--- config.mk ---
export PLATFORM = sky130hd
export DESIGN_NAME = generic_counter
export DESIGN_NICKNAME = d
export VERILOG_FILES = /design/src/rtl/generic_counter.sv
export SDC_FILE = /design/constraint.sdc
export NUM_CORES = 1
export LEC_CHECK = 0
export CAP_MARGIN = 20
export CORE_AREA = 2 2 39 41
export CTS_CLUSTER_SIZE = 30
export DETAILED_ROUTE_END_ITERATION = 8
export DIE_AREA = 0 0 41 43
export DONT_BUFFER_PORTS = 1
export GPL_TIMING_DRIVEN = 0
export HOLD_SLACK_MARGIN = 0.02
export PLACE_DENSITY = 0.32
export RECOVER_POWER = 50
export SYNTH_ARGS = -nofsm -noshare
export SYNTH_HDL_FRONTEND = slang
export SYNTH_SLANG_ARGS = --single-unit
--- constraint.sdc ---
create_clock -name CLK -period 1.08 [get_ports CLK]
set_input_delay 0.108 -clock CLK [delete_from_list [all_inputs] [get_ports CLK]]
set_output_delay 0.108 -clock CLK [all_outputs]
set_load 0.005 [all_outputs]
--- src/rtl/generic_counter.sv ---
// Parameterised up-counter with enable and wrap at COUNTER_MAX. TRIG_OUT pulses
// for one cycle as COUNT returns to 0, so stages can be cascaded.
module generic_counter #(
  parameter int COUNTER_WIDTH = 4,
  parameter int COUNTER_MAX   = 9
) (
  input  logic                     CLK,
  input  logic                     RESET,
  input  logic                     ENABLE,
  output logic                     TRIG_OUT,
  output logic [COUNTER_WIDTH-1:0] COUNT
);

  // Reject a terminal value that cannot be represented in COUNTER_WIDTH bits.
  if (COUNTER_WIDTH < 1 ||
      64'(COUNTER_MAX) > ((64'd1 << COUNTER_WIDTH) - 64'd1)) begin : g_bad_params
    $error("generic_counter: COUNTER_MAX=%0d does not fit in COUNTER_WIDTH=%0d",
           COUNTER_MAX, COUNTER_WIDTH);
  end

  localparam logic [COUNTER_WIDTH-1:0] MAX_C = COUNTER_WIDTH'(COUNTER_MAX);

  logic [COUNTER_WIDTH-1:0] count_d, count_q;
  logic                     trig_d, trig_q;

  // Next-state: >= rather than == so an out-of-range count still wraps.
  always_comb begin
    count_d = count_q;
    trig_d  = 1'b0;
    if (ENABLE) begin
      if (count_q >= MAX_C) begin
        count_d = COUNTER_WIDTH'(0);
        trig_d  = 1'b1;
      end else begin
        count_d = count_q + COUNTER_WIDTH'(1);
        trig_d  = 1'b0;
      end
    end else begin
      count_d = count_q;
      trig_d  = 1'b0;
    end
  end

  // State register; reset clears both outputs at once and drops any pending pulse.
  always_ff @(posedge CLK or negedge RESET) begin
    if (!RESET) begin
      count_q <= COUNTER_WIDTH'(0);
      trig_q  <= 1'b0;
    end else begin
      count_q <= count_d;
      trig_q  <= trig_d;
    end
  end

  assign COUNT    = count_q;
  assign TRIG_OUT = trig_q;

endmodule

=== Word level (Yosys, flattened, before mapping) ===
Index checks and enable logic that the tools add are counted.

* Register bits after elaboration: 5

* Add/sub/neg operators: 1
* $lt $le $gt $ge: 1
* Mux-type cells: 3

{| class="wikitable"
|+ Operators with widths
! kind !! number
|-
| adder 4 x 1 -> 4 bit, second input constant || 1
|-
| >= comparator 4 bit, second input constant || 1
|-
| two-way mux 4 bit || 1
|-
| two-way mux 1 bit || 2
|}

=== Logic depth before layout (Yosys ltp) ===
Gate-level depths: netlist (run 1).

* Word-level depth: 3
* Gate-level depth with buffers: 5
* Depth with buffers taken out: 5

=== Worst setup path after synthesis (run 1) ===
No wires, ideal clock.

* Path type: register -> register
* Start: register count_q[0], in the netlist COUNT[0]
* End: register trig_q, in the netlist TRIG_OUT
* Data arrival time: 0.978 ns
* Required time: 0.960 ns
* Path slack: -0.018 ns
* Cell stages (with the launch flop): 5
* Buffers on the path: 0
* Period minus slack after synthesis: 1.098 ns
* Cells stage by stage: dfrtp_1 -> ha_1 -> nor2_2 -> a21boi_2 -> and2_2

* Word-level cells in the longest chain between the ends: 3

{| class="wikitable"
|+ Ends and longest elaborated chain
! element !! RTL line !! text
|-
| start: declaration || 23 || <nowiki>logic [COUNTER_WIDTH-1:0] count_d, count_q;</nowiki>
|-
| start signal: assignment || 50 || <nowiki>count_q <= count_d;</nowiki>
|-
| >= comparator 4 bit || 31 || <nowiki>if (count_q >= MAX_C) begin</nowiki>
|-
| two-way mux 1 bit || 31 ||
|-
| two-way mux 1 bit || 30 || <nowiki>if (ENABLE) begin</nowiki>
|-
| named net trig_d || 24 || <nowiki>logic trig_d, trig_q;</nowiki>
|-
| end signal: assignment || 51 || <nowiki>trig_q <= trig_d;</nowiki>
|-
| end: declaration || 24 ||
|}

The timed path passes the listed nets, and every way through them passes these cells.
A chain may end at the register's enable or synchronous reset.

=== Final worst setup path (run 1) ===
* Start: register count_q[1], in the netlist COUNT[1]
* End: register count_q[1], in the netlist COUNT[1]

* Word-level cells in the longest chain between the ends: 2

{| class="wikitable"
|+ Ends and longest elaborated chain
! element !! RTL line
|-
| adder 4 x 1 -> 4 bit or >= comparator 4 bit (tied branches) || 35, 31
|-
| two-way mux 4 bit (*) || 31
|}

Mark *: on every way between the ends. The rest lies on a longest branch, timed or not.

==> results.txt, run 1 <==
* Result of the run: finished with violations
* Violated checks: setup timing
- After clock tree synthesis, the clock-pin slew on the worst setup and hold paths is 40 ps.
* Max capacitance violation total: 0
- Gate count of the mapped netlist: 28
- R2R depth: 5
- Setup clock skew after layout: 2.00 ps
- Wire length of the first global-routing pass: 821 microns
- Combinational cells account for 39.0% of the total power.
* Drt first-iter violations: 2
- Total GRT Usage: 7.82%
- For this configuration, the core starts out at a cell density of 19.8%.
- The tightest min-delay check is of the primary input to register type.
* Clock period minus worst slack: 1150 ps
- Buffers placed on the I/O ports in this run total 0.
* Filler Cells Inserted: 153
- The number of antenna violations at the first check in global routing is 0.
- The number of hold-slack violations in the final timing report came to 0.
* Area of the multi-input gates: 175 sq um
- In the final layout, the share of cells above drive strength 1 is 34.3%.
* Endpoint kind of the worst setup timing path: register
* Post-Layout Cell Count: 51
- Power spent charging and discharging nets: 0.000415 W
- In this run the worst path has a maximum fanout of 5.
* PnR Total Power: 0.00104 W
- For this run, the post-layout net count is 42.
* Cell breakdown of the critical path: inv_2 > ha_4 > nor2_4 > a21boi_4 > o22ai_1
* Maximum level of the CTS H-tree: 1
* Final setup slack of the worst path: -72.6 ps
* Power per cell area: 2710 nW/um^2
- Worst Tran Pin Value: 263 ps
- Counting every sink on the clock net gives 5.
* Switching portion of total power: 39.7%
- In the final routed layout, each cell accounts on average for 10.8 microns.
- Number of vias per cell: 4.43
* Data required time at the worst endpoint: 1190 ps
- At the worst endpoint, the arrival time is 1270 ps.
* Max Buffers Root-to-Sink: 2
* Startpoint type of the worst setup path: register
- Final critical-path share of the clock period: 107%
- Root Driver: sky130_fd_sc_hd__clkbuf_4
* Worst stage delay on the critical path: 430 ps
- TritonCTS built the clock tree.
* Area of all sequential standard cells: 126 sq um
- Die Y-Extent: 43 microns
- Measured along the x axis, the die boundary spans 41 microns.
- Worst voltage drop across the vdd grid: 0.940 mV
- Unrepaired setup endpoints after global routing: yes
* Final-report max-slew violation count: 0
- Once placement finished, the instance area stood at 312 sq um.
- Area of all placed cells without fillers: 385 sq um
- Diodes inserted: 0
- Summed over all nets, the half-perimeter wirelength after detailed placement is 400 microns.
- Yosys mapped the design onto 13 distinct sky130hd cell types.
- The tightest hold path in the finished design has a slack of 34.6 ps.
- Registers are responsible for 40.6% of the overall power.
- Router iterations before antenna repair: 2
- Number of setup violations in the final report: 5
- In this run, CTS created clock tree buffers numbering 3.
* Number of stages on the worst hold path: 2
- Clock latency on the worst-skew pair, taken at its later pin, is 240 ps.
* Part of the Yosys area used for sequential elements: 45.7%
- Clk pwr share: 20.4%
- The critical path in this run is classified as register to register.
- Count of placed standard cells including taps: 44
- After global routing the overflow that remains totals 0.
- Cells fill 27.8% of the core in the end.
* Average cell area after synthesis: 9.79 sq um
- Entering global routing, the biggest net connects 7 pins.
- At the end of routability-driven placement, the weighted congestion stood at 0.599.
- Area growth from synthesis to layout: 40.6%
* Headroom to the max-slew limit: 82.5%
- When the netlist entered floorplanning its net count stood at 34.
* Total number of vias: 226
- In this run the static leakage power is 0.164 nW.
* Die Outline Area: 1760 sq um
- For this design, the slowest cell found on the critical path is sky130_fd_sc_hd__dfrtp_1.
- Yosys warning count: 0
* Max Clk Rate: 868 MHz
- For this run, design rule violations remaining after detail routing come to 0.
* Synthesized area: 274 sq um
* Total wirelength of the detailed-routed design: 550 microns
- Cell internal power was estimated by the tool at 0.000630 W.
* Count of standard-cell rows: 14
- In this run, synthesis produced a sequential element count of 5.
- The number of global-route vias before repair is 188.
- Top-Level Pins: 8
- Number of nets with antenna violations after detailed routing: 0
* Core box area: 1380 sq um
layout make-up:
| type | instances | area share, % |
|---|---|---|
| multi-input combinational | 21 | 45.5 |
| sequential | 5 | 32.8 |
| timing repair buffer | 3 | 7.79 |
| clock buffer | 4 | 6.82 |
| tap | 16 | 5.19 |
| inverter | 2 | 1.95 |
layout by cell type, fill, tap and decap left out:
master / netlist / layout
sky130_fd_sc_hd__clkbuf_4: 0 / 3
sky130_fd_sc_hd__a21boi_4: 0 / 1
sky130_fd_sc_hd__nor2_4: 0 / 1
sky130_fd_sc_hd__o21ai_1: 0 / 1
sky130_fd_sc_hd__clkbuf_1: 0 / 1
sky130_fd_sc_hd__dlygate4sd3_1: 0 / 3
sky130_fd_sc_hd__nand2b_1: 3 / 3
sky130_fd_sc_hd__o22ai_1: 1 / 1
sky130_fd_sc_hd__o21ai_0: 3 / 2
sky130_fd_sc_hd__dfrtp_1: 5 / 4
sky130_fd_sc_hd__o31ai_2: 0 / 1
sky130_fd_sc_hd__ha_4: 0 / 1
sky130_fd_sc_hd__and2_4: 0 / 1
sky130_fd_sc_hd__nand3_1: 1 / 1
sky130_fd_sc_hd__ha_2: 0 / 1
sky130_fd_sc_hd__nand2_1: 5 / 5
sky130_fd_sc_hd__inv_2: 0 / 2
sky130_fd_sc_hd__o21bai_1: 1 / 1
sky130_fd_sc_hd__dfrtp_2: 0 / 1
sky130_fd_sc_hd__ha_1: 3 / 1
power groups by stage:
| stage | sequential, W | clock [W] | combinational [W] |
|---|---|---|---|
| detailed placement | 0.000416 | 0 | 0.000318 |
| floorplan | 0.000380 | 0 | 0.000275 |
| finish | 0.000424 | 0.000213 | 0.000407 |
| global placement | 0.000421 | 0 | 0.000317 |
| CTS | 0.000425 | 0.000224 | 0.000406 |
| global route | 0.000444 | 0.000236 | 0.000465 |
synth_stat cells:
cell type	instances	area share [%]
sky130_fd_sc_hd__dfrtp_1	5	46
sky130_fd_sc_hd__nand2_1	5	6.9
sky130_fd_sc_hd__ha_1	3	14
sky130_fd_sc_hd__nand2b_1	3	6.9
sky130_fd_sc_hd__o21ai_0	3	5.5
sky130_fd_sc_hd__inv_1	2	2.7
sky130_fd_sc_hd__a21boi_2	1	4.1
sky130_fd_sc_hd__and2_2	1	2.7
sky130_fd_sc_hd__nand3_1	1	1.8
sky130_fd_sc_hd__nor2_2	1	2.3
sky130_fd_sc_hd__o21bai_1	1	2.7
sky130_fd_sc_hd__o22ai_1	1	2.3
sky130_fd_sc_hd__o31ai_1	1	2.7
state kept, by name (all words and copies together) (netlist names):
signal / cells
TRIG_OUT: 1
COUNT: 4
worst max-delay path: cells and delay by family (launching register included):
family | cells | cell delay [ps]
compound gates | 2 | 310
fa+ha+maj | 1 | 140
simple gates | 1 | 40
buf+inv | 1 | 110
flops | 1 | 430
path summary, 6_finish.rpt:
kind / from / to / slack [ps]
worst min register to register: COUNT[0]$_DFFE_PN0P_ / COUNT[0]$_DFFE_PN0P_ / 620
worst max-delay path: COUNT[1]$_DFFE_PN0P_ / COUNT[1]$_DFFE_PN0P_ / -70
worst max register to register: COUNT[1]$_DFFE_PN0P_ / COUNT[1]$_DFFE_PN0P_ / -70
worst min-delay path: ENABLE / COUNT[0]$_DFFE_PN0P_ / 30
min in group asynchronous: RESET / COUNT[3]$_DFFE_PN0P_ / 160
max in group asynchronous: RESET / COUNT[0]$_DFFE_PN0P_ / 710
timing repair:
item	CTS	global route
pin swaps	1	5
hold buffers	3	0
gates resized for setup	3	1
setup endpoints to repair	5	5
setup buffers	0	0
cloned	0	0
hold endpoints to repair	9	0
through the flow:
| step | worst slack (ps) | TNS (ps) |
|---|---|---|
| 2_1_floorplan | 20.6 | 0 |
| 3_3_place_gp | -114 | -546 |
| 3_5_place_dp | -102 | -476 |
| 4_1_cts | -68.4 | -309 |
| 5_1_grt | -128 | -613 |
| 6_report | -72.6 | -293 |
logic make-up after synthesis:
kind of cell               share of synthesized area (%)
and+or+nand+nor                                     20.6
buffers and inverters                               2.74
AOI/OAI and AO/OA                                   17.4
DFF                                                 45.7
adders and majority gates                           13.7
layer usage:
metal	wire, microns	up-vias	track usage, %
met5	0	-	0
met4	0	0	6.00
met3	45	0	5.24
met2	254	10	8.44
met1	251	107	10.3
li1	-	109	-
(Power assumes the default switching activity.)
==> run 2, diff against run 1 <==
--- a/config.mk
+++ b/config.mk
@@ -13,8 +13,9 @@
 export DONT_BUFFER_PORTS = 1
 export GPL_TIMING_DRIVEN = 0
 export HOLD_SLACK_MARGIN = 0.02
-export PLACE_DENSITY = 0.32
+export PLACE_DENSITY = 0.4
 export RECOVER_POWER = 50
+export SLEW_MARGIN = 20
 export SYNTH_ARGS = -nofsm -noshare
 export SYNTH_HDL_FRONTEND = slang
 export SYNTH_SLANG_ARGS = --single-unit
==> results.txt, run 2 (same netlist as run 1, synthesis figures left out) <==
- Commonest non-fill, non-tap cells in the layout: sky130_fd_sc_hd__nand2_1, sky130_fd_sc_hd__dfrtp_1, sky130_fd_sc_hd__nand2b_1, sky130_fd_sc_hd__clkbuf_4
- The number of global-route vias before repair was 232 (+23%).
- The setup TNS is -183 ps (+110 ps).
* Total leakage power: 0.161 nW (-2.1%)
- Clock transition at the registers of the reported paths: 40 ps (about the same)
- Number of setup violations in the final report: 5 (unchanged)
* Clock net sink count: 5 (unchanged)
* Endpoint kind of the worst setup timing path: register
* Worst Min Path Start: ENABLE
- Dpl ws: -100 ps (+1.66 ps)
* Family with the most delay on the worst path: flip-flops
- The final instance area is 379 sq um (-1.6%).
- Number of nets at the end of the flow: 42 (unchanged)
- The overall via count from detail_route was 216 (-4.4%).
- The share of the cycle needed by the critical path after routing came to 104% (-2.9 points).
* Power per cell area: 2790 nW/um^2 (+3.0%)
- The data arrival time of the critical path came to 1300 ps (+30 ps).
* Clock insertion delay at the later pin of the skew report: 240 ps (about the same)
- The worst hold slack is 16.4 ps (-18.2 ps).
* Maximum number of pins on one net before global-route repair: 10 (+3)
- The biggest fanout along the worst timing path came to 6 (+1).
- The worst hold path terminates at COUNT[1]$_DFFE_PN0P_.
- The number of hold-slack violations in the final timing report is 0 (unchanged).
- Total wirelength of the detailed-routed design: 563 microns (+2.4%)
- Final HPWL DP: 415 microns (+3.9%)
- The cell depth of the worst hold path came to 2 (unchanged).
- Walking the worst path, the cells encountered are inv_2 > ha_2 > a21boi_4 > and2_4.
* Number of nets with antenna violations after detailed routing: 0 (unchanged)
- Violated checks: setup timing
* Combined buffer and inverter count along the critical path: 1 (unchanged)
- Global placement routability congestion: 0.642 (+7.2%)
- The depth of the CTS H-tree came to 1 (unchanged).
- The number of flip-flops in the largest register was 4 (unchanged).
- TritonCTS built the clock tree.
- Final setup slack of the worst path: -41.4 ps (+31.1 ps)
- On the critical path, the stage with the largest delay is an instance of sky130_fd_sc_hd__dfrtp_2.
- STA classifies the critical path startpoint as a register.
* Initial core utilization: 19.8% (unchanged)
- Max capacitance violation total: 0 (unchanged)
- R2R depth: 4 (-1)
- The chip height was 43 microns (unchanged).
* Max Clk Rate: 892 MHz (+2.8%)
* Share of the core filled with cells: 27.4% (-0.45 points)
- WL per Instance: 11.0 microns (+2.4%)
* Root Driver: sky130_fd_sc_hd__clkbuf_4
- Diodes inserted: 0 (unchanged)
- The die boundary width is 41 microns (unchanged).
- The number of standard-cell rows in the floorplan was 14 (unchanged).
* Unrepaired setup endpoints after global routing: yes
* Wire length of the first global-routing pass: 966 microns (+18%)
- The count of routing violations after the opening detailed-route iteration is 1 (-1).
* Clock period minus worst slack: 1120 ps (-31.1 ps)
* Headroom to the max-slew limit: 84.7% (+2.2 points)
- Filler Cells Inserted: 149 (-2.6%)
- Number of clock buffers inserted by TritonCTS: 3 (unchanged)
- Result of the run: finished with violations
- The endpoint identified for the worst register-to-register timing path is TRIG_OUT$_DFF_PN0_.
- The worst hold path belongs to the class primary input to register.
- Worst Tran Pin Value: 228 ps (-34.5 ps)
* Number of input and output port buffers inserted: 0 (unchanged)
* Worst voltage drop across the vdd grid: 0.540 mV (-43%)
- The delay of the slowest critical-path stage is 450 ps (+20 ps).
- The floorplan core area came to 1380 sq um (unchanged).
- Total GRT Usage: 9.02% (+1.2 points)
- Number of antenna violations at the first check in global routing: 0 (unchanged)
- DRC Markers: 0 (unchanged)
- Post-Place Cell Area: 312 sq um (unchanged)
- FF-to-FF setup slack: -40 ps (+30 ps)
- From synthesis to final layout, the design area changed by 38.4%.
- Kind of critical path: register to register
- The total iterations of the first detailed-routing run was 4 (+2).
- Top-Level Pins: 8 (unchanged)
- Overflow left after global routing: 0 (unchanged)
- Number of vias per cell: 4.24 (-4.4%)
- The final-report max-slew violation count came to 0 (unchanged).
- R2r startpoint: COUNT[0]$_DFFE_PN0P_
- Setup clock skew after layout: 0.721 ps (-1.28 ps)
* Most common cell after layout, fill and taps aside: sky130_fd_sc_hd__nand2_1
- The maximum buffer depth of the clock tree is 2 (unchanged).
- The full die area came to 1760 sq um (unchanged).
- Data required time at the worst endpoint: 1260 ps (+70 ps)
- The share of cells above drive strength 1 is 37.1% (+2.9 points).
[run 2: final cells by class]
| class | count | area, sq um | share of cell area, % |
|---|---|---|---|
| Inverter | 2 | 7.51 | 1.98 |
| Sequential cell | 5 | 128 | 33.7 |
| Tap cell | 16 | 20.0 | 5.28 |
| Timing Repair Buffer | 3 | 27.5 | 7.26 |
| Multi-Input combinational cell | 21 | 170 | 44.9 |
| Clock buffer | 4 | 26.3 | 6.93 |
[run 2: timing repair]
item                                    CTS  global route
pin swaps                                 3             1
endpoints found under the hold margin     9             3
gates resized for setup                   3             1
endpoints found under the setup margin    5             5
buffers inserted                          1             0
hold buffers                              1             1
cloned                                    0             0
[run 2: worst max-delay path by stage]
stage | from | cells past startpoint | slack [ps] | endpoint
finish | COUNT[0]$_DFFE_PN0P_ | 4 | -40 | TRIG_OUT$_DFF_PN0_
global route | COUNT[0]$_DFFE_PN0P_ | 4 | -110 | COUNT[2]$_DFFE_PN0P_
CTS | COUNT[1]$_DFFE_PN0P_ | 5 | -50 | TRIG_OUT$_DFF_PN0_
detailed placement | COUNT[1]$_DFFE_PN0P_ | 4 | -100 | TRIG_OUT$_DFF_PN0_
global placement | COUNT[1]$_DFFE_PN0P_ | 4 | -100 | TRIG_OUT$_DFF_PN0_
floorplan | COUNT[0]$_DFFE_PN0P_ | 4 | 20 | TRIG_OUT$_DFF_PN0_
[run 2: where the power goes]
part	total, W	switching (W)	internal, W
registers	0.000423	0.000144	0.000279
clock network	0.000212	0.0000727	0.000139
logic	0.000424	0.000197	0.000227
[run 2: worst reg2reg max path, cell delays in order (launching register included)]
cell and delay [ps]:
sky130_fd_sc_hd__dfrtp_2 450, sky130_fd_sc_hd__inv_2 60, sky130_fd_sc_hd__ha_2 190, sky130_fd_sc_hd__a21boi_4 210
sky130_fd_sc_hd__and2_4 160
[run 2: routing by layer]
layer | track usage [%] | part of all wire [%]
met1 | 7.35 | 36
met2 | 12.5 | 53
met3 | 4.71 | 6.9
met4 | 12.0 | 3.4
met5 | 0 | 0
[run 2: stage by stage]
step           instances  power, W
2_1_floorplan         28  0.000655
3_3_place_gp          44  0.000729
3_5_place_dp          44  0.000735
4_1_cts               50   0.00107
5_1_grt               51   0.00117
6_report              51   0.00106
